### config.mk
export PLATFORM = sky130hd
export DESIGN_NAME = text_layer_engine
export DESIGN_NICKNAME = d
export VERILOG_FILES = /design/src/rtl/text_pkg.sv /design/src/rtl/ascii_rom.sv /design/src/rtl/text_char_ram.sv /design/src/rtl/text_layer_engine.sv
export SDC_FILE = /design/constraint.sdc
export NUM_CORES = 1
export LEC_CHECK = 0
export BUFFER_PORTS_ARGS = -buffer_cell sky130_fd_sc_hd__buf_4
export CORE_ASPECT_RATIO = 0.9
export CORE_MARGIN = 2
export CORE_UTILIZATION = 62
export CTS_CLUSTER_SIZE = 12
export DETAILED_ROUTE_END_ITERATION = 16
export PLACE_DENSITY = 0.81
export SYNTH_ARGS = -nofsm -noshare
export SYNTH_HDL_FRONTEND = slang
export SYNTH_HIERARCHICAL = 1
export SYNTH_SLANG_ARGS = --single-unit
### constraint.sdc
create_clock -name clk -period 3.1 [get_ports clk]
set_input_delay 0.62 -clock clk [delete_from_list [all_inputs] [get_ports clk]]
set_output_delay 0.62 -clock clk [all_outputs]
set_load 0.1 [all_outputs]
### src/rtl/text_pkg.sv
// Shared constants, pipeline payload types and sizing helper for the text overlay.
package text_pkg;

    localparam logic [6:0] CH_SPACE = 7'h20;
    localparam logic [6:0] CH_0     = 7'h30;
    localparam logic [6:0] CH_COLON = 7'h3A;
    localparam logic [6:0] CH_A     = 7'h41;
    localparam logic [6:0] CH_E     = 7'h45;
    localparam logic [6:0] CH_G     = 7'h47;
    localparam logic [6:0] CH_N     = 7'h4E;
    localparam logic [6:0] CH_O     = 7'h4F;
    localparam logic [6:0] CH_P     = 7'h50;
    localparam logic [6:0] CH_S     = 7'h53;
    localparam logic [6:0] CH_W     = 7'h57;

    localparam logic [11:0] RGB_BLACK = 12'h000;
    localparam logic [11:0] RGB_WHITE = 12'hFFF;
    localparam logic [11:0] RGB_RED   = 12'hF00;
    localparam logic [11:0] RGB_CYAN  = 12'h0FF;

    typedef enum logic {
        ST_CLEAR = 1'b0,
        ST_RUN   = 1'b1
    } state_e;

    typedef struct packed {
        logic       hit;
        logic       blink;
        logic [2:0] bit_idx;
        logic [3:0] line;
    } s1_t;

    typedef struct packed {
        logic       hit;
        logic       blank;
        logic [2:0] bit_idx;
    } s2_t;

    // Character-buffer address width; never below one bit.
    function automatic int unsigned calc_aw(input int unsigned cols, input int unsigned rows);
        return (cols * rows > 1) ? $clog2(cols * rows) : 1;
    endfunction

endpackage

### src/rtl/ascii_rom.sv
// 8x16 glyph ROM addressed by {code[6:0], line[3:0]}, one-cycle registered read.
module ascii_rom (
    input  logic        clk,
    input  logic [10:0] addr,
    output logic [7:0]  data
);

    localparam logic [127:0] G_0     = 128'h00007CC6CEDEF6E6C6C6C67C00000000;
    localparam logic [127:0] G_COLON = 128'h00000000181800000018180000000000;
    localparam logic [127:0] G_A     = 128'h000010386CC6C6FEC6C6C6C600000000;
    localparam logic [127:0] G_P     = 128'h0000FC6666667C60606060F000000000;
    localparam logic [127:0] G_S     = 128'h00007CC6C660380C06C6C67C00000000;

    logic [127:0] glyph_c;
    logic [7:0]   row_c;

    always_comb begin
        glyph_c = '0;
        case (addr[10:4])
            7'h30:   glyph_c = G_0;
            7'h3A:   glyph_c = G_COLON;
            7'h41:   glyph_c = G_A;
            7'h50:   glyph_c = G_P;
            7'h53:   glyph_c = G_S;
            default: glyph_c = '0;
        endcase
        // Line 0 is the top row, stored in the most significant byte.
        row_c = 8'(glyph_c >> (8 * (15 - 32'(addr[3:0]))));
    end

    always_ff @(posedge clk) begin
        data <= row_c;
    end

endmodule

### src/rtl/text_char_ram.sv
// Character buffer: one synchronous write port, one registered read port, read-before-write.
module text_char_ram #(
    parameter int unsigned DEPTH = 64,
    parameter int unsigned AW    = 6
) (
    input  logic          clk,
    input  logic          wr_en,
    input  logic [AW-1:0] wr_addr,
    input  logic [7:0]    wr_data,
    input  logic [AW-1:0] rd_addr,
    output logic [7:0]    rd_data
);

    logic [7:0] mem [DEPTH];
    logic [7:0] rd_data_q;

    // Non-blocking read of mem returns the pre-write contents on a same-index collision.
    always_ff @(posedge clk) begin
        if (wr_en) begin
            mem[wr_addr] <= wr_data;
        end
        rd_data_q <= mem[rd_addr];
    end

    assign rd_data = rd_data_q;

endmodule

### src/rtl/text_layer_engine.sv
// Text overlay: character-buffer clear FSM, frame blink timer and 3-stage glyph render pipeline.
module text_layer_engine
    import text_pkg::*;
#(
    parameter int unsigned COLS         = 16,
    parameter int unsigned ROWS         = 4,
    parameter int unsigned SCALE_LOG2   = 1,
    parameter int unsigned X0           = 0,
    parameter int unsigned Y0           = 32,
    parameter logic [11:0] FG_RGB       = RGB_RED,
    parameter logic [11:0] BG_RGB       = RGB_CYAN,
    parameter int unsigned BLINK_FRAMES = 30,
    localparam int unsigned AW          = calc_aw(COLS, ROWS)
) (
    input  logic          clk,
    input  logic          reset_n,
    input  logic [9:0]    x,
    input  logic [9:0]    y,
    input  logic          frame_tick,
    input  logic          clr_req,
    input  logic          wr_en,
    input  logic [AW-1:0] wr_addr,
    input  logic [7:0]    wr_data,
    output logic          wr_ready,
    output logic          text_on,
    output logic [11:0]   text_rgb
);

    localparam int unsigned DEPTH = COLS * ROWS;
    localparam int unsigned CBW   = (COLS > 1) ? $clog2(COLS) : 1;
    localparam int unsigned CW    = 16;
    localparam int unsigned REG_W = (COLS * 8) << SCALE_LOG2;
    localparam int unsigned REG_H = (ROWS * 16) << SCALE_LOG2;
    localparam int unsigned BCW   = $clog2(BLINK_FRAMES + 1);

    state_e          state_q, state_d;
    logic [AW-1:0]   idx_q, idx_d;
    logic            wr_ready_q, wr_ready_d;
    logic            armed_q, armed_d;
    logic [BCW-1:0]  bcnt_q, bcnt_d;
    logic            bph_q, bph_d;
    s1_t             s1_q, s1_d;
    s2_t             s2_q, s2_d;
    logic            text_on_q, text_on_d;
    logic [11:0]     text_rgb_q, text_rgb_d;

    logic            ram_we_c;
    logic [AW-1:0]   ram_wa_c;
    logic [7:0]      ram_wd_c;
    logic [CW-1:0]   dx_c, dy_c;
    logic            hit_c;
    logic [AW-1:0]   rd_idx_c;
    logic [7:0]      ram_rd_data;
    logic [10:0]     rom_addr_c;
    logic [7:0]      rom_data;

    always_ff @(posedge clk or negedge reset_n) begin
        if (!reset_n) begin
            state_q    <= ST_CLEAR;
            idx_q      <= '0;
            wr_ready_q <= 1'b0;
            armed_q    <= 1'b0;
            bcnt_q     <= '0;
            bph_q      <= 1'b0;
            s1_q       <= '0;
            s2_q       <= '0;
            text_on_q  <= 1'b0;
            text_rgb_q <= BG_RGB;
        end else begin
            state_q    <= state_d;
            idx_q      <= idx_d;
            wr_ready_q <= wr_ready_d;
            armed_q    <= armed_d;
            bcnt_q     <= bcnt_d;
            bph_q      <= bph_d;
            s1_q       <= s1_d;
            s2_q       <= s2_d;
            text_on_q  <= text_on_d;
            text_rgb_q <= text_rgb_d;
        end
    end

    // Clear sweep owns the write port in CLEAR; host writes pass through in RUN.
    always_comb begin
        state_d  = state_q;
        idx_d    = idx_q;
        ram_we_c = 1'b0;
        ram_wa_c = wr_addr;
        ram_wd_c = wr_data;
        case (state_q)
            ST_CLEAR: begin
                ram_we_c = 1'b1;
                ram_wa_c = idx_q;
                ram_wd_c = 8'h00;
                if (clr_req) begin
                    idx_d = '0;
                end else if (idx_q == AW'(DEPTH - 1)) begin
                    state_d = ST_RUN;
                    idx_d   = '0;
                end else begin
                    idx_d = idx_q + AW'(1);
                end
            end
            ST_RUN: begin
                ram_we_c = wr_en && wr_ready_q;
                if (clr_req) begin
                    state_d = ST_CLEAR;
                    idx_d   = '0;
                end
            end
            default: begin
                state_d = ST_CLEAR;
                idx_d   = '0;
            end
        endcase
        wr_ready_d = (state_d == ST_RUN);
    end

    // armed_q masks a frame_tick landing on the first edge after reset release.
    always_comb begin
        armed_d = 1'b1;
        bcnt_d  = bcnt_q;
        bph_d   = bph_q;
        if (frame_tick && armed_q) begin
            if (bcnt_q == BCW'(BLINK_FRAMES - 1)) begin
                bcnt_d = '0;
                bph_d  = ~bph_q;
            end else begin
                bcnt_d = bcnt_q + BCW'(1);
            end
        end
    end

    // S0: x < X0 or y < Y0 wraps dx/dy far beyond the region, so range checks cover it.
    always_comb begin
        dx_c        = CW'(x) - CW'(X0);
        dy_c        = CW'(y) - CW'(Y0);
        hit_c       = (dx_c < CW'(REG_W)) && (dy_c < CW'(REG_H));
        rd_idx_c    = AW'((32'(dy_c >> (4 + SCALE_LOG2)) << CBW) | 32'(dx_c >> (3 + SCALE_LOG2)));
        s1_d        = '0;
        s1_d.hit    = hit_c && (state_q == ST_RUN);
        s1_d.blink  = bph_q;
        s1_d.bit_idx = 3'(dx_c >> SCALE_LOG2);
        s1_d.line   = 4'(dy_c >> SCALE_LOG2);
    end

    // S1: character from buffer forms the ROM address; blink mask resolved here.
    always_comb begin
        rom_addr_c   = {ram_rd_data[6:0], s1_q.line};
        s2_d         = '0;
        s2_d.hit     = s1_q.hit;
        s2_d.blank   = ram_rd_data[7] && s1_q.blink;
        s2_d.bit_idx = s1_q.bit_idx;
    end

    // S2: leftmost pixel is ROM bit 7, so bit (7 - bit_idx) == ~bit_idx.
    always_comb begin
        text_on_d  = s2_q.hit && rom_data[~s2_q.bit_idx] && !s2_q.blank;
        text_rgb_d = text_on_d ? FG_RGB : BG_RGB;
    end

    text_char_ram #(
        .DEPTH (DEPTH),
        .AW    (AW)
    ) u_char_ram (
        .clk     (clk),
        .wr_en   (ram_we_c),
        .wr_addr (ram_wa_c),
        .wr_data (ram_wd_c),
        .rd_addr (rd_idx_c),
        .rd_data (ram_rd_data)
    );

    ascii_rom u_ascii_rom (
        .clk  (clk),
        .addr (rom_addr_c),
        .data (rom_data)
    );

    assign wr_ready = wr_ready_q;
    assign text_on  = text_on_q;
    assign text_rgb = text_rgb_q;

endmodule

After elaboration in Yosys (flattened, before gate mapping)
Memories as Yosys holds them, arrays and structs flattened. A register that Yosys moved wholly into a read port is not among the register bits.
Cells that the tools add are included.
- add/subtract/negate cells: 4
- magnitude comparators: 3
- equality and inequality tests: 8
- shift-type cells: 1
- multiplexer cells: 18
- bitwise logic cells: 4
- reductions and logical operators: 9
- operators by type and width (cell ; count):
    112-bit one-hot mux with 5 select lines ; 1
    112-bit by 32-bit right shift with 8-bit output ; 1
    6-bit 2-to-1 mux ; 4
    7-bit == test (second input constant) ; 3
    16-bit by 8-bit less-than comparator with 1-bit output (second input constant) ; 1
    7-bit by 6-bit == test with 1-bit output (second input constant) ; 2
    12-bit 2-to-1 mux ; 1
    6-bit one-hot mux with 2 select lines ; 1
    10-bit by 6-bit subtractor with 11-bit output (second input constant) ; 1
    10-bit by 9-bit less-than comparator with 1-bit output (second input constant) ; 1
    8-bit 2-to-1 mux ; 1
    1-bit logical AND ; 7
    6-bit by 1-bit adder with 6-bit output (second input constant) ; 1
    6-bit == test (second input constant) ; 1
    1-bit 2-to-1 mux ; 6
    6-bit bitwise OR ; 1
    5-bit by 1-bit adder with 5-bit output (second input constant) ; 1
    5-bit == test (second input constant) ; 1
    5-bit 2-to-1 mux ; 1
    4-bit by 4-bit subtractor with 5-bit output (first input constant) ; 1
    3-bit by 4-bit less-than comparator with 1-bit output (second input constant) ; 1
    1-bit one-hot mux with 2 select lines ; 2
    1-bit binary-select mux with 3-bit select ; 1
    3-bit NOT ; 1
    4 further kinds ; 5
- bits in registers: 49
- memory bits (writable): 512
- input bits: 39
- output and inout bits: 14
- logic and storage cells: 63
- memories: 1
- memory list (name ; depth ; width ; rd ports ; clocked after memory_dff ; write ports ; line ; RTL):
    u_char_ram.mem ; 64 ; 8 ; 1 ; 1 ; 1 ; text_char_ram.sv:14 ; logic [7:0] mem [DEPTH];

Logic depth before layout (Yosys ltp)
Gate-level depths: netlist of run 1.
- depth in word-level cells: 6
- depth in mapped cells: 9
- gate-level depth less buffers: 7

Modules after synthesis
The synthesis of run 1 kept the hierarchy.
- modules (own cells, without submodules) (module ; times used ; cells an instance ; area each (sq um)):
    text_char_ram ; 1 ; 940 ; 20166.8
    text_layer_engine ; 1 ; 129 ; 1463.9
    ascii_rom ; 1 ; 136 ; 933.4

Worst setup path after synthesis of run 1
No wires, ideal clock.
- path type: register -> register
- start: register wr_ready_q (netlist: wr_ready)
- end: memory u_char_ram.mem[48][0], enable pin
- arrival time: 2.795 ns
- required time: 2.717 ns
- setup slack: -0.078 ns
- stages on the path, launching flop included: 7
- buffers on the path: 2
- period minus slack after synthesis: 3.178 ns
- cell sequence: dfrtp_1 > buf_2 > mux2_2 > clkbuf_1 > nor2b_1 > nand4b_1 > nor3_1
- elaborated cells between the ends (all ways): 6
- RTL lines (item ; line ; RTL):
    start, declared ; text_layer_engine.sv:38 ; logic wr_ready_q, wr_ready_d;
    start signal, assigned ; text_layer_engine.sv:72 ; wr_ready_q <= wr_ready_d;
    6-bit 2-to-1 mux ; -- ;
    via ram_wa_c[3] ; text_layer_engine.sv:48 ; logic [AW-1:0] ram_wa_c;
    end, declared ; text_char_ram.sv:14 ;
The timed path passes the listed nets, and every way through them passes these cells.

Worst setup path after layout of run 1
- start: register wr_ready_q (netlist: wr_ready)
- end: memory u_char_ram.mem[60][6], enable pin
The elaborated chain is that of the path after synthesis.

==> report_table.html, run 1 <==
<table>
<tr><th>Metric</th><th>Value</th></tr>
<tr><th colspan="2">Synth</th></tr>
<tr><td>FF+latch count, synth</td><td>557</td></tr>
<tr><td>Area share of the leading cell type in the synthesized netlist</td><td>68.1%</td></tr>
<tr><td>Area fraction in compound gates after synthesis</td><td>3.75%</td></tr>
<tr><td>Mux contribution to synthesized area</td><td>15.0%</td></tr>
<tr><td>Sequential-to-total area share from yosys stat</td><td>72.8%</td></tr>
<tr><td>Dominant register cell in the synthesized netlist</td><td>edfxtp_1</td></tr>
<tr><td>Top post-synthesis cells by area</td><td>edfxtp_1 (68%), mux4_2 (13%), dfrtp_1 (3.2%), nor2_1 (1.7%), dfxtp_1 (1.3%)</td></tr>
<tr><td>Area share of fa/ha/maj cells after synthesis</td><td>0.222%</td></tr>
<tr><td>Simple-gate portion of the synthesized area</td><td>5.77%</td></tr>
<tr><td>Total number of yosys warnings</td><td>6</td></tr>
<tr><td>Dominant cell type by area after synthesis</td><td>edfxtp_1</td></tr>
<tr><td>Fraction of registers with async set/reset</td><td>5.39%</td></tr>
<tr><td>Post-synth EDFFs</td><td>just over 500</td></tr>
<tr><td>Summed instance area of the synthesized netlist</td><td>22600 sq um</td></tr>
<tr><td>Net count after synthesis</td><td>1248</td></tr>
<tr><td>Dominant combinational cell family by area after synthesis</td><td>multiplexers</td></tr>
<tr><td>Synthesized area per cell</td><td>between 15 and 20 sq um</td></tr>
<tr><td>XOR/XNOR Fraction of Synth Area</td><td>0.233%</td></tr>
<tr><td>Yosys cell types</td><td>74</td></tr>
<tr><td>Post-synthesis instance total</td><td>1205</td></tr>
<tr><th colspan="2">Clocking</th></tr>
<tr><td>Num CTS Buffers</td><td>between 50 and 60</td></tr>
<tr><td>Root Buffer</td><td>clkbuf_16</td></tr>
<tr><td>Clock-pin transition on the worst setup and hold timing paths</td><td>~60 ps</td></tr>
<tr><td>Clock latency of the later-clocked register in the worst-skew pair</td><td>580 ps</td></tr>
<tr><td>Clock sink total</td><td>between 500 and 600</td></tr>
<tr><td>Clock tree buffer depth</td><td>3</td></tr>
<tr><td>Post-CTS setup buffer count</td><td>0</td></tr>
<tr><td>Hold Buf Count CTS</td><td>1</td></tr>
<tr><td>Cts repair resizes</td><td>0</td></tr>
<tr><td>H-Tree Depth</td><td>2</td></tr>
<tr><td>Clock tree from TritonCTS</td><td>built</td></tr>
<tr><th colspan="2">Floorplanning</th></tr>
<tr><td>Floorplan Core Area</td><td>36000 sq um</td></tr>
<tr><td>Area of the die</td><td>37900 sq um</td></tr>
<tr><td>Number of top-level pins</td><td>53</td></tr>
<tr><td>Height of the die</td><td>185 microns</td></tr>
<tr><td>Initial core utilization</td><td>62.7%</td></tr>
<tr><td>Chip Width</td><td>205 microns</td></tr>
<tr><td>Number of rows in the core area</td><td>66</td></tr>
<tr><th colspan="2">Drt</th></tr>
<tr><td>Drt first pass iters</td><td>5</td></tr>
<tr><td>WL final</td><td>49800 microns</td></tr>
<tr><td>Number of DRC markers in iteration 0</td><td>1611</td></tr>
<tr><td>Average wire per cell in the routed design</td><td>27.0 microns</td></tr>
<tr><td>ANT nets after route</td><td>0</td></tr>
<tr><td>Count of vias placed by the detailed router</td><td>12.3k</td></tr>
<tr><td>Ratio of routed vias to standard cells</td><td>about 6.6</td></tr>
<tr><td>DR DRC count</td><td>0</td></tr>
<tr><th colspan="2">Final layout</th></tr>
<tr><td>Highest-count cells in the layout ignoring fill and taps</td><td>edfxtp_1 (512), buf_4 (148), mux4_2 (126), nor2_1 (100), clkbuf_16 (55)</td></tr>
<tr><td>Share of cells above drive strength 1</td><td>28.2%</td></tr>
<tr><td>Most common cell after layout, fill and taps aside</td><td>edfxtp_1</td></tr>
<tr><td>Summed area of non-filler cells in the final layout</td><td>approximately 26000 sq um</td></tr>
<tr><td>Combined area of the multi-input logic cells</td><td>5650 sq um</td></tr>
<tr><td>Area Growth Syn to Fin</td><td>13.3%</td></tr>
<tr><td>Utilization after layout</td><td>71.0%</td></tr>
<tr><td>Fin nets</td><td>1385</td></tr>
<tr><td>Seq. cell area</td><td>roughly 16000 sq um</td></tr>
<tr><td>Layout filler cell count</td><td>2128</td></tr>
<tr><td>Number of diodes added for antenna fixing</td><td>0</td></tr>
<tr><th colspan="2">Place</th></tr>
<tr><td>Gp weighted congestion</td><td>0.875</td></tr>
<tr><td>Port Buffers</td><td>50</td></tr>
<tr><td>Half-perimeter wire length after placement</td><td>30600 microns</td></tr>
<tr><td>Post-place setup slack</td><td>200 ps</td></tr>
<tr><td>Area post-placement</td><td>24000 sq um</td></tr>
<tr><th colspan="2">STA</th></tr>
<tr><td>RSZ-0062 raised after global routing</td><td>false</td></tr>
<tr><td>Final period demand of the worst path</td><td>roughly 2800 ps</td></tr>
<tr><td>Maximum operating frequency</td><td>354 MHz</td></tr>
<tr><td>Normalized max-slew margin</td><td>approximately two fifths</td></tr>
<tr><td>Final setup violation count</td><td>0</td></tr>
<tr><td>Count of final hold-check violations</td><td>0</td></tr>
<tr><td>Final max-slew violation count</td><td>0</td></tr>
<tr><td>Aggregate negative setup slack</td><td>0 ps</td></tr>
<tr><td>Clk_skew</td><td>about 16 ps</td></tr>
<tr><td>Final setup slack of the worst path</td><td>275 ps</td></tr>
<tr><td>Tcrit/Tclk final</td><td>91.1%</td></tr>
<tr><td>Actual slew at the worst max-slew pin</td><td>878 ps</td></tr>
<tr><th colspan="2">Worst setup path</th></tr>
<tr><td>Data arrival time at the worst-slack endpoint</td><td>3100 ps</td></tr>
<tr><td>Setup crit end kind</td><td>flop</td></tr>
<tr><td>Data required time at the worst endpoint</td><td>between 3000 and 4000 ps</td></tr>
<tr><td>CP startpoint kind</td><td>flop</td></tr>
<tr><td>Maximum fanout along the worst path</td><td>26</td></tr>
<tr><td>Worst setup path category</td><td>flop to flop</td></tr>
<tr><th colspan="2">Global routing</th></tr>
<tr><td>Vias in the first global route</td><td>12.2k</td></tr>
<tr><td>Pin count of the biggest net entering global routing</td><td>65</td></tr>
<tr><td>Congestion Overflow GR</td><td>0</td></tr>
<tr><td>Antenna violations before repair</td><td>0</td></tr>
<tr><td>Overall fraction of global-route tracks in use</td><td>between 20 and 30%</td></tr>
<tr><td>Global-route wire length before repair</td><td>75500 microns</td></tr>
<tr><th colspan="2">Run</th></tr>
<tr><td>Number of max-capacitance violations reported</td><td>0</td></tr>
<tr><th colspan="2">Pwr</th></tr>
<tr><td>Peak supply drop</td><td>0.506 mV</td></tr>
<tr><td>Lkg Pwr</td><td>9.73 nW</td></tr>
<tr><td>Power density relative to cell area</td><td>~590 nW/um^2</td></tr>
<tr><th colspan="2">Min path</th></tr>
<tr><td>Path class of the lowest-slack min-delay path</td><td>input port to flop</td></tr>
<tr><th colspan="2">Outcome</th></tr>
<tr><td>Status</td><td>finished, final reports clean</td></tr>
</table>
==> cells in the mapped netlist, drive strengths merged, types with 4 or more instances <==
library cell / count
o31ai: 4
nor3: 13
and2: 12
clkbuf: 24
nor2b: 17
o21ai: 27
nand2: 45
a22oi: 4
edfxtp: 512
dfxtp: 15
nand3: 26
a221oi: 8
mux4: 128
mux2i: 27
nand3b: 6
a31oi: 4
mux2: 20
buf: 51
ha: 4
nor2: 100
or3: 6
inv: 8
nand2b: 12
o221ai: 10
a211oi: 4
a21oi: 14
dfrtp: 29
o22ai: 12
==> per-stage QoR <==
| step | hold slack (ps) | instances | total power [W] |
|---|---|---|---|
| 2_1_floorplan | 324 | 1205 | 0.00888 |
| 3_3_place_gp | 335 | 1761 | 0.00910 |
| 3_5_place_dp | 335 | 1761 | 0.00912 |
| 4_1_cts | 138 | 1846 | 0.0151 |
| 5_1_grt | 129 | 1846 | 0.0155 |
| 6_report | 150 | 1846 | 0.0151 |
==> state kept, by name, indices dropped and copies added (netlist names), 2 cells and up <==
| name | cells |
|---|---|
| rom_addr_c | 4 |
| u_char_ram/rd_data | 8 |
| s2_q | 5 |
| u_char_ram/mem | 512 |
| text_rgb | 2 |
| s1_q | 5 |
| idx_q | 6 |
| u_ascii_rom/data | 7 |
| bcnt_q | 5 |
==> final cells by class <==
type / instances / share of cell area [%]
clock inverter: 7 / 0.401
multi-input combinational: 565 / 22.1
tap: 476 / 2.33
clock buffer: 77 / 5.86
sequential: 557 / 64.3
inverter: 8 / 0.117
timing repair buffer: 156 / 4.91
==> power breakdown <==
part	switching, W	internal (W)	leakage [nW]	total (W)
clock	0.00260	0.00349	0.780	0.00609
sequential	0.000104	0.00819	6.31	0.00829
combinational	0.000392	0.000298	2.64	0.000689
total	0.00310	0.0120	9.73	0.0151
==> layer usage <==
metal	up-vias	routed length [microns]	share of wire (%)	GRT usage, %
met5	-	0	0	0
met4	0	1460	2.9	8.35
met3	125	5110	10	4.19
met2	776	23900	48	43.7
met1	6216	19300	39	39.6
li1	5133	-	-	-
==> critical path, cell delays in order (launching register included) <==
cell and delay [ps]:
dfrtp_2 620, mux2_2 490, nor2b_1 310, nand2_1 430
nor2_1 420, buf_4 240
==> logic make-up (layout without fill, tap and decap cells) <==
logic type               after synthesis  after routing
XOR/XNOR                               6              6
adder cells (fa/ha/maj)                4              4
AND/OR/NAND/NOR                      258            258
AO/OA/AOI/OAI                        120            120
multiplexers                         175            175
buffers and inverters                 83            248
other                                  2              2
flip-flops                           557            557
==> path summary, 6_finish.rpt <==
check / startpoint / to / slack [ps] / depth (start not counted)
max: wr_ready / u_char_ram/mem[60][6] / 280 / 5
min: y[2] / rom_addr_c[1] / 150 / 1
max reg2reg: wr_ready / u_char_ram/mem[60][6] / 280 / 5
min reg2reg: s1_q[5] / s2_q[1] / 350 / 0
max in group asynchronous: reset_n / text_rgb[7] / 2280 / 2
min in group asynchronous: reset_n / s2_q[3] / 510 / 2
(Power assumes the default switching activity.)
==> run 2: changes to the inputs <==
--- a/config.mk
+++ b/config.mk
@@ -11,7 +11,9 @@
 export CORE_UTILIZATION = 62
 export CTS_CLUSTER_SIZE = 12
 export DETAILED_ROUTE_END_ITERATION = 16
+export HOLD_SLACK_MARGIN = 0.15
 export PLACE_DENSITY = 0.81
+export SLEW_MARGIN = 20
 export SYNTH_ARGS = -nofsm -noshare
 export SYNTH_HDL_FRONTEND = slang
 export SYNTH_HIERARCHICAL = 1
==> run 2 against run 1 <==
Design area grew 0.27%. Clock power is essentially flat. Final cell count grew 0.38%. Critical endpoint is now u_char_ram/mem[60][7]. Combinational power grew 1%. Largest cell class unchanged.
==> report_table.html, run 2 (synthesis gave the netlist of run 1 again) <==
<table>
<tr><th>Metric</th><th>Value</th></tr>
<tr><th colspan="2">Pwr</th></tr>
<tr><td>Lkg Pwr</td><td>9.76 nW (+0.30%)</td></tr>
<tr><td>Power density relative to cell area</td><td>588 nW/um^2 (-0.24%)</td></tr>
<tr><td>Peak supply drop</td><td>0.505 mV (-0.26%)</td></tr>
<tr><th colspan="2">STA</th></tr>
<tr><td>Normalized max-slew margin</td><td>40.2% (-1.3 points)</td></tr>
<tr><td>Count of final hold-check violations</td><td>0 (unchanged)</td></tr>
<tr><td>Aggregate negative setup slack</td><td>0 ps (unchanged)</td></tr>
<tr><td>Clk_skew</td><td>20.9 ps (+4.65 ps)</td></tr>
<tr><td>Final setup slack of the worst path</td><td>251 ps (-24.5 ps)</td></tr>
<tr><td>Tcrit/Tclk final</td><td>91.9% (+0.79 points)</td></tr>
<tr><td>Final max-slew violation count</td><td>0 (unchanged)</td></tr>
<tr><td>Final setup violation count</td><td>0 (unchanged)</td></tr>
<tr><td>Actual slew at the worst max-slew pin</td><td>897 ps (+19.3 ps)</td></tr>
<tr><td>Maximum operating frequency</td><td>351 MHz (-0.86%)</td></tr>
<tr><td>Final period demand of the worst path</td><td>2850 ps (+24.5 ps)</td></tr>
<tr><td>RSZ-0062 raised after global routing</td><td>false</td></tr>
<tr><th colspan="2">Worst setup path</th></tr>
<tr><td>CP startpoint kind</td><td>flop</td></tr>
<tr><td>Data arrival time at the worst-slack endpoint</td><td>3130 ps (+30 ps)</td></tr>
<tr><td>Data required time at the worst endpoint</td><td>3380 ps (about the same)</td></tr>
<tr><td>Maximum fanout along the worst path</td><td>26 (unchanged)</td></tr>
<tr><td>Setup crit end kind</td><td>flop</td></tr>
<tr><td>Worst setup path category</td><td>flop to flop</td></tr>
<tr><th colspan="2">Clocking</th></tr>
<tr><td>Clock tree buffer depth</td><td>3 (unchanged)</td></tr>
<tr><td>Clock-pin transition on the worst setup and hold timing paths</td><td>60 ps (about the same)</td></tr>
<tr><td>H-Tree Depth</td><td>2 (unchanged)</td></tr>
<tr><td>Num CTS Buffers</td><td>54 (unchanged)</td></tr>
<tr><td>Cts repair resizes</td><td>0 (unchanged)</td></tr>
<tr><td>Root Buffer</td><td>clkbuf_16</td></tr>
<tr><td>Post-CTS setup buffer count</td><td>0 (unchanged)</td></tr>
<tr><td>Clock sink total</td><td>557 (unchanged)</td></tr>
<tr><td>Clock tree from TritonCTS</td><td>built</td></tr>
<tr><td>Clock latency of the later-clocked register in the worst-skew pair</td><td>590 ps (about the same)</td></tr>
<tr><th colspan="2">Global routing</th></tr>
<tr><td>Pin count of the biggest net entering global routing</td><td>65 (unchanged)</td></tr>
<tr><td>Congestion Overflow GR</td><td>0 (unchanged)</td></tr>
<tr><td>Global-route wire length before repair</td><td>75600 microns (+0.15%)</td></tr>
<tr><td>Overall fraction of global-route tracks in use</td><td>27.3% (+0.045 points)</td></tr>
<tr><td>Antenna violations before repair</td><td>0 (unchanged)</td></tr>
<tr><td>Vias in the first global route</td><td>12.2k (+0.18%)</td></tr>
<tr><th colspan="2">Run</th></tr>
<tr><td>Number of max-capacitance violations reported</td><td>0 (unchanged)</td></tr>
<tr><th colspan="2">Drt</th></tr>
<tr><td>Drt first pass iters</td><td>5 (unchanged)</td></tr>
<tr><td>ANT nets after route</td><td>0 (unchanged)</td></tr>
<tr><td>Average wire per cell in the routed design</td><td>26.9 microns (-0.15%)</td></tr>
<tr><td>WL final</td><td>49900 microns (+0.23%)</td></tr>
<tr><td>Number of DRC markers in iteration 0</td><td>1595 (-0.99%)</td></tr>
<tr><td>Ratio of routed vias to standard cells</td><td>6.62 (-0.24%)</td></tr>
<tr><td>Count of vias placed by the detailed router</td><td>12.3k (+0.14%)</td></tr>
<tr><td>DR DRC count</td><td>0 (unchanged)</td></tr>
<tr><th colspan="2">Floorplanning</th></tr>
<tr><td>Chip Width</td><td>205 microns (unchanged)</td></tr>
<tr><td>Floorplan Core Area</td><td>36000 sq um (unchanged)</td></tr>
<tr><td>Area of the die</td><td>37900 sq um (unchanged)</td></tr>
<tr><td>Number of top-level pins</td><td>53 (unchanged)</td></tr>
<tr><td>Initial core utilization</td><td>62.7% (unchanged)</td></tr>
<tr><td>Number of rows in the core area</td><td>66 (unchanged)</td></tr>
<tr><td>Height of the die</td><td>185 microns (unchanged)</td></tr>
<tr><th colspan="2">Final layout</th></tr>
<tr><td>Area Growth Syn to Fin</td><td>13.6%</td></tr>
<tr><td>Layout filler cell count</td><td>2115 (-0.61%)</td></tr>
<tr><td>Fin nets</td><td>1392 (+0.51%)</td></tr>
<tr><td>Share of cells above drive strength 1</td><td>28.1% (-0.14 points)</td></tr>
<tr><td>Number of diodes added for antenna fixing</td><td>0 (unchanged)</td></tr>
<tr><td>Most common cell after layout, fill and taps aside</td><td>edfxtp_1</td></tr>
<tr><td>Highest-count cells in the layout ignoring fill and taps</td><td>edfxtp_1 (512), buf_4 (148), mux4_2 (126), nor2_1 (100), clkbuf_16 (55)</td></tr>
<tr><td>Number of flip-flops under the largest register name</td><td>512 (unchanged)</td></tr>
<tr><td>Largest register by flop count</td><td>u_char_ram/mem</td></tr>
<tr><th colspan="2">Place</th></tr>
<tr><td>Gp weighted congestion</td><td>0.875 (unchanged)</td></tr>
<tr><td>Half-perimeter wire length after placement</td><td>30600 microns (unchanged)</td></tr>
<tr><td>Post-place setup slack</td><td>200 ps (unchanged)</td></tr>
<tr><td>Port Buffers</td><td>50 (unchanged)</td></tr>
<tr><th colspan="2">Outcome</th></tr>
<tr><td>Status</td><td>finished, final reports clean</td></tr>
<tr><th colspan="2">Min path</th></tr>
<tr><td>Path class of the lowest-slack min-delay path</td><td>input port to flop</td></tr>
</table>
==> run 2: changes by cell type in the layout (fill, tap and decap cells not counted) <==
| cell | before | now |
|---|---|---|
| dlygate4sd3_1 | 1 | 8 |
==> run 2: critical path: stages, from the launching register on <==
cell     delay, ps
dfrtp_2        620
mux2_2         490
nor2b_1        300
nand2_1        430
nor2_1         450
buf_4          250
==> run 2: layout make-up <==
cell class | instances | area, sq um | share of cell area [%]
Clock buffer | 77 | 1500 | 5.85
Clock inverter | 7 | 103 | 0.400
Inverter | 8 | 30.0 | 0.117
Multi-Input combinational cell | 565 | 5650 | 22.1
Sequential cell | 557 | 16400 | 64.1
Tap cell | 476 | 596 | 2.32
Timing Repair Buffer | 163 | 1330 | 5.17
==> run 2: metal layers <==
layer	routed length [microns]	share of wire (%)	up-vias	track usage, %
met1	19100	38	6189	39.6
met5	0	0	-	0
li1	-	-	5153	-
met2	23900	48	803	43.8
met3	5380	11	122	4.19
met4	1420	2.8	0	8.35
==> run 2: final timing paths <==
| kind | startpoint | end | slack (ps) | cells past startpoint |
|---|---|---|---|---|
| max in group asynchronous | reset_n | text_rgb[7] | 2280 | 2 |
| setup / recovery | wr_ready | u_char_ram/mem[60][7] | 250 | 5 |
| setup reg to reg | wr_ready | u_char_ram/mem[60][7] | 250 | 5 |
| hold reg to reg | s1_q[5] | s2_q[1] | 350 | 0 |
| hold / removal | clr_req | idx_q[5] | 250 | 2 |
| min in group asynchronous | reset_n | s2_q[3] | 510 | 2 |
==> run 2: timing repair <==
item                                   4_1_cts  5_1_grt
setup endpoints to repair                    0        0
hold buffers                                 8        0
endpoints found under the hold margin       36        0
==> run 2: stage by stage <==
| stage | hold slack, ps | cells | power [W] | cell area (sq um) | util (%) |
|---|---|---|---|---|---|
| after floorplan | 324 | 1205 | 0.00888 | 22600 | - |
| after global placement | 335 | 1761 | 0.00910 | 24000 | 66.5 |
| after detailed placement | 335 | 1761 | 0.00912 | 24000 | 66.5 |
| after CTS | 236 | 1853 | 0.0151 | 25600 | 71.2 |
| after global routing | 243 | 1853 | 0.0155 | 25600 | 71.2 |
| final | 252 | 1853 | 0.0151 | 25600 | 71.2 |
==> run 2: where the power goes <==
| group | internal (W) | leakage (nW) | switching, W |
|---|---|---|---|
| registers | 0.00819 | 6.31 | 0.000104 |
| logic | 0.000303 | 2.67 | 0.000393 |
| clock network | 0.00349 | 0.780 | 0.00260 |
| total | 0.0120 | 9.76 | 0.00310 |
==> run 3: changes to the inputs <==
--- a/config.mk
+++ b/config.mk
@@ -6,7 +6,7 @@
 export NUM_CORES = 1
 export LEC_CHECK = 0
 export BUFFER_PORTS_ARGS = -buffer_cell sky130_fd_sc_hd__buf_4
-export CORE_ASPECT_RATIO = 0.9
+export CORE_ASPECT_RATIO = 1.5
 export CORE_MARGIN = 2
 export CORE_UTILIZATION = 62
 export CTS_CLUSTER_SIZE = 12
==> run 3 against run 2 <==
Count of clock-buffer cells in the layout down 5. Fmax up 9.8%. Combinational power about the same. First-iteration DRC count down 11%. Core utilization down 0.15 points.
==> report_table.html, run 3 (synthesis gave the netlist of run 1 again) <==
<table>
<tr><th>Metric</th><th>Value</th></tr>
<tr><th colspan="2">STA</th></tr>
<tr><td>RSZ-0062 raised after global routing</td><td>false</td></tr>
<tr><td>Smallest hold slack</td><td>160 ps (-91.5 ps)</td></tr>
<tr><td>Final max-slew violation count</td><td>0 (unchanged)</td></tr>
<tr><td>Maximum operating frequency</td><td>385 MHz (+9.8%)</td></tr>
<tr><td>Normalized max-slew margin</td><td>44.9% (+4.7 points)</td></tr>
<tr><td>Count of final hold-check violations</td><td>0 (unchanged)</td></tr>
<tr><td>Actual slew at the worst max-slew pin</td><td>827 ps (-70.4 ps)</td></tr>
<tr><td>Clk_skew</td><td>15.2 ps (-5.69 ps)</td></tr>
<tr><td>Tcrit/Tclk final</td><td>83.7% (-8.2 points)</td></tr>
<tr><td>Final period demand of the worst path</td><td>2590 ps (-254 ps)</td></tr>
<tr><td>Final setup slack of the worst path</td><td>505 ps (+254 ps)</td></tr>
<tr><td>Final setup violation count</td><td>0 (unchanged)</td></tr>
<tr><td>Aggregate negative setup slack</td><td>0 ps (unchanged)</td></tr>
<tr><th colspan="2">Global routing</th></tr>
<tr><td>Global-route wire length before repair</td><td>76700 microns (+1.5%)</td></tr>
<tr><td>Congestion Overflow GR</td><td>0 (unchanged)</td></tr>
<tr><td>Vias in the first global route</td><td>12.6k (+3.6%)</td></tr>
<tr><td>Pin count of the biggest net entering global routing</td><td>48 (-26%)</td></tr>
<tr><td>Global routing met3 resource utilization</td><td>3.70% (-0.49 points)</td></tr>
<tr><td>Antenna violations before repair</td><td>0 (unchanged)</td></tr>
<tr><td>Overall fraction of global-route tracks in use</td><td>27.4% (+0.12 points)</td></tr>
<tr><td>GR Util met2</td><td>49.4% (+5.6 points)</td></tr>
<tr><td>Layer with the highest usage</td><td>met2</td></tr>
<tr><td>GR Layer Usage met1</td><td>32.7% (-6.9 points)</td></tr>
<tr><th colspan="2">Clocking</th></tr>
<tr><td>Clock tree buffer depth</td><td>3 (unchanged)</td></tr>
<tr><td>Clock-pin transition on the worst setup and hold timing paths</td><td>60 ps (about the same)</td></tr>
<tr><td>Root Buffer</td><td>clkbuf_16</td></tr>
<tr><td>Cts repair resizes</td><td>0 (unchanged)</td></tr>
<tr><td>H-Tree Depth</td><td>2 (unchanged)</td></tr>
<tr><td>Clock tree from TritonCTS</td><td>built</td></tr>
<tr><td>Num CTS Buffers</td><td>52 (-3.7%)</td></tr>
<tr><td>Clock latency of the later-clocked register in the worst-skew pair</td><td>590 ps (about the same)</td></tr>
<tr><td>Clock sink total</td><td>557 (unchanged)</td></tr>
<tr><th colspan="2">Worst setup path</th></tr>
<tr><td>Stages on worst setup path</td><td>5 (unchanged)</td></tr>
<tr><td>R2r endpoint</td><td>u_char_ram/mem[62][1]</td></tr>
<tr><td>Highest-delay cell along the critical path</td><td>dfrtp_2</td></tr>
<tr><td>Worst setup path category</td><td>flop to flop</td></tr>
<tr><td>Maximum fanout along the worst path</td><td>10 (-62%)</td></tr>
<tr><td>Worst setup endpoint</td><td>u_char_ram/mem[62][1]</td></tr>
<tr><td>Bufs and invs on worst path</td><td>1 (unchanged)</td></tr>
<tr><td>Data required time at the worst endpoint</td><td>3400 ps (+20 ps)</td></tr>
<tr><td>CP startpoint kind</td><td>flop</td></tr>
<tr><td>Cell depth of the worst flop-to-flop path</td><td>5 (unchanged)</td></tr>
<tr><td>Setup crit end kind</td><td>flop</td></tr>
<tr><td>Cell chain of the critical path</td><td>mux2_2 -&gt; nor2b_1 -&gt; nand3_1 -&gt; nor2_1 -&gt; buf_4</td></tr>
<tr><td>Startpoint of the most critical register-to-register path</td><td>wr_ready</td></tr>
<tr><td>R2r setup slk</td><td>510 ps (+250 ps)</td></tr>
<tr><td>Longest individual stage delay on the worst path</td><td>480 ps (-140 ps)</td></tr>
<tr><td>Data arrival time at the worst-slack endpoint</td><td>2900 ps (-230 ps)</td></tr>
<tr><td>Largest delay share family, worst path</td><td>simple AND/OR/NAND/NOR gates</td></tr>
<tr><td>Launching element of the worst setup path</td><td>wr_ready</td></tr>
<tr><th colspan="2">Final layout</th></tr>
<tr><td>Most common cell after layout, fill and taps aside</td><td>edfxtp_1</td></tr>
<tr><td>Number of flip-flops under the largest register name</td><td>512 (unchanged)</td></tr>
<tr><td>Number of diodes added for antenna fixing</td><td>0 (unchanged)</td></tr>
<tr><td>Highest-count cells in the layout ignoring fill and taps</td><td>edfxtp_1 (512), buf_4 (147), mux4_2 (126), nor2_1 (100), clkbuf_16 (52)</td></tr>
<tr><td>Area Growth Syn to Fin</td><td>12.8%</td></tr>
<tr><td>Share of cells above drive strength 1</td><td>27.7% (-0.45 points)</td></tr>
<tr><td>Fin nets</td><td>1388 (-0.29%)</td></tr>
<tr><td>Largest register by flop count</td><td>u_char_ram/mem</td></tr>
<tr><td>Layout filler cell count</td><td>2027 (-4.2%)</td></tr>
<tr><th colspan="2">Drt</th></tr>
<tr><td>Count of vias placed by the detailed router</td><td>12.1k (-1.1%)</td></tr>
<tr><td>WL final</td><td>50800 microns (+1.8%)</td></tr>
<tr><td>ANT nets after route</td><td>0 (unchanged)</td></tr>
<tr><td>Drt first pass iters</td><td>7 (+2)</td></tr>
<tr><td>DR DRC count</td><td>0 (unchanged)</td></tr>
<tr><td>Average wire per cell in the routed design</td><td>27.5 microns (+2.2%)</td></tr>
<tr><td>Ratio of routed vias to standard cells</td><td>6.57 (-0.69%)</td></tr>
<tr><td>Number of DRC markers in iteration 0</td><td>1426 (-11%)</td></tr>
<tr><th colspan="2">Floorplanning</th></tr>
<tr><td>Height of the die</td><td>238 microns (+28%)</td></tr>
<tr><td>Number of top-level pins</td><td>53 (unchanged)</td></tr>
<tr><td>Initial core utilization</td><td>63.0% (+0.29 points)</td></tr>
<tr><td>Floorplan Core Area</td><td>35800 sq um (-0.46%)</td></tr>
<tr><td>Chip Width</td><td>160 microns (-22%)</td></tr>
<tr><td>Number of rows in the core area</td><td>85 (+29%)</td></tr>
<tr><td>Area of the die</td><td>38000 sq um (about the same)</td></tr>
<tr><th colspan="2">Pwr</th></tr>
<tr><td>Lkg Pwr</td><td>9.67 nW (-0.97%)</td></tr>
<tr><td>Power density relative to cell area</td><td>574 nW/um^2 (-2.4%)</td></tr>
<tr><td>Peak supply drop</td><td>0.406 mV (-20%)</td></tr>
<tr><th colspan="2">Place</th></tr>
<tr><td>Half-perimeter wire length after placement</td><td>32900 microns (+7.6%)</td></tr>
<tr><td>Post-place setup slack</td><td>103 ps (-96.9 ps)</td></tr>
<tr><td>Gp weighted congestion</td><td>0.849 (-3.0%)</td></tr>
<tr><td>Port Buffers</td><td>50 (unchanged)</td></tr>
<tr><th colspan="2">Outcome</th></tr>
<tr><td>Status</td><td>finished, final reports clean</td></tr>
<tr><th colspan="2">Min path</th></tr>
<tr><td>Path class of the lowest-slack min-delay path</td><td>input port to flop</td></tr>
<tr><td>Hold Path Origin</td><td>y[3]</td></tr>
<tr><th colspan="2">Run</th></tr>
<tr><td>Number of max-capacitance violations reported</td><td>0 (unchanged)</td></tr>
</table>
## run 3: changes by cell type in the layout (fill, tap and decap cells not counted)
cell / previous run / this run
clkinv_8: 0 / 1
clkbuf_16: 55 / 52
buf_12: 6 / 7
clkbuf_1: 18 / 19
clkinv_2: 2 / 0
clkbuf_8: 5 / 2
bufinv_16: 2 / 0
buf_4: 148 / 147
dlygate4sd3_1: 8 / 6
## run 3: report_power, final
part / switching (W) / internal (W) / total [W]
combinational: 0.000393 / 0.000301 / 0.000694
clock: 0.00253 / 0.00308 / 0.00562
sequential: 0.000111 / 0.00819 / 0.00830
total: 0.00304 / 0.0116 / 0.0146
## run 3: area by class of cell
class | instances | area, sq um | share of cell area [%]
Sequential cell | 557 | 16400 | 64.5
Multi-Input combinational cell | 565 | 5650 | 22.2
Clock buffer | 72 | 1390 | 5.44
Timing Repair Buffer | 161 | 1320 | 5.17
Tap cell | 478 | 598 | 2.35
Clock inverter | 4 | 48.8 | 0.192
Inverter | 8 | 30.0 | 0.118
## run 3: how the worst min path moves through the flow
stage | slack (ps) | depth (start not counted) | endpoint
2_1_floorplan | 320 | 0 | armed_q
3_3_place_gp | 340 | 0 | s2_q[4]
3_5_place_dp | 340 | 0 | s2_q[0]
4_1_cts | 150 | 1 | rom_addr_c[2]
5_1_grt | 160 | 1 | rom_addr_c[2]
6_report | 160 | 1 | rom_addr_c[2]
## run 3: timing repair
item,4_1_cts,5_1_grt
hold buffers,6,0
endpoints found under the hold margin,34,0
buffers inserted,0,0
## run 3: routing by layer
metal  wire length (microns)  share of wire, %
met5                       0                 0
met4                    2660               5.2
met3                    3120               6.1
met2                   27300                54
met1                   17700                35
## run 3: per-stage QoR
step | power, W | utilization [%] | cells | area, sq um
finish | 0.0146 | 71.0 | 1845 | 25500
global route | 0.0150 | 71.0 | 1845 | 25500
global placement | 0.00910 | 66.9 | 1763 | 24000
CTS | 0.0147 | 71.0 | 1845 | 25500
detailed placement | 0.00913 | 66.9 | 1763 | 24000
floorplan | 0.00888 | - | 1205 | 22600
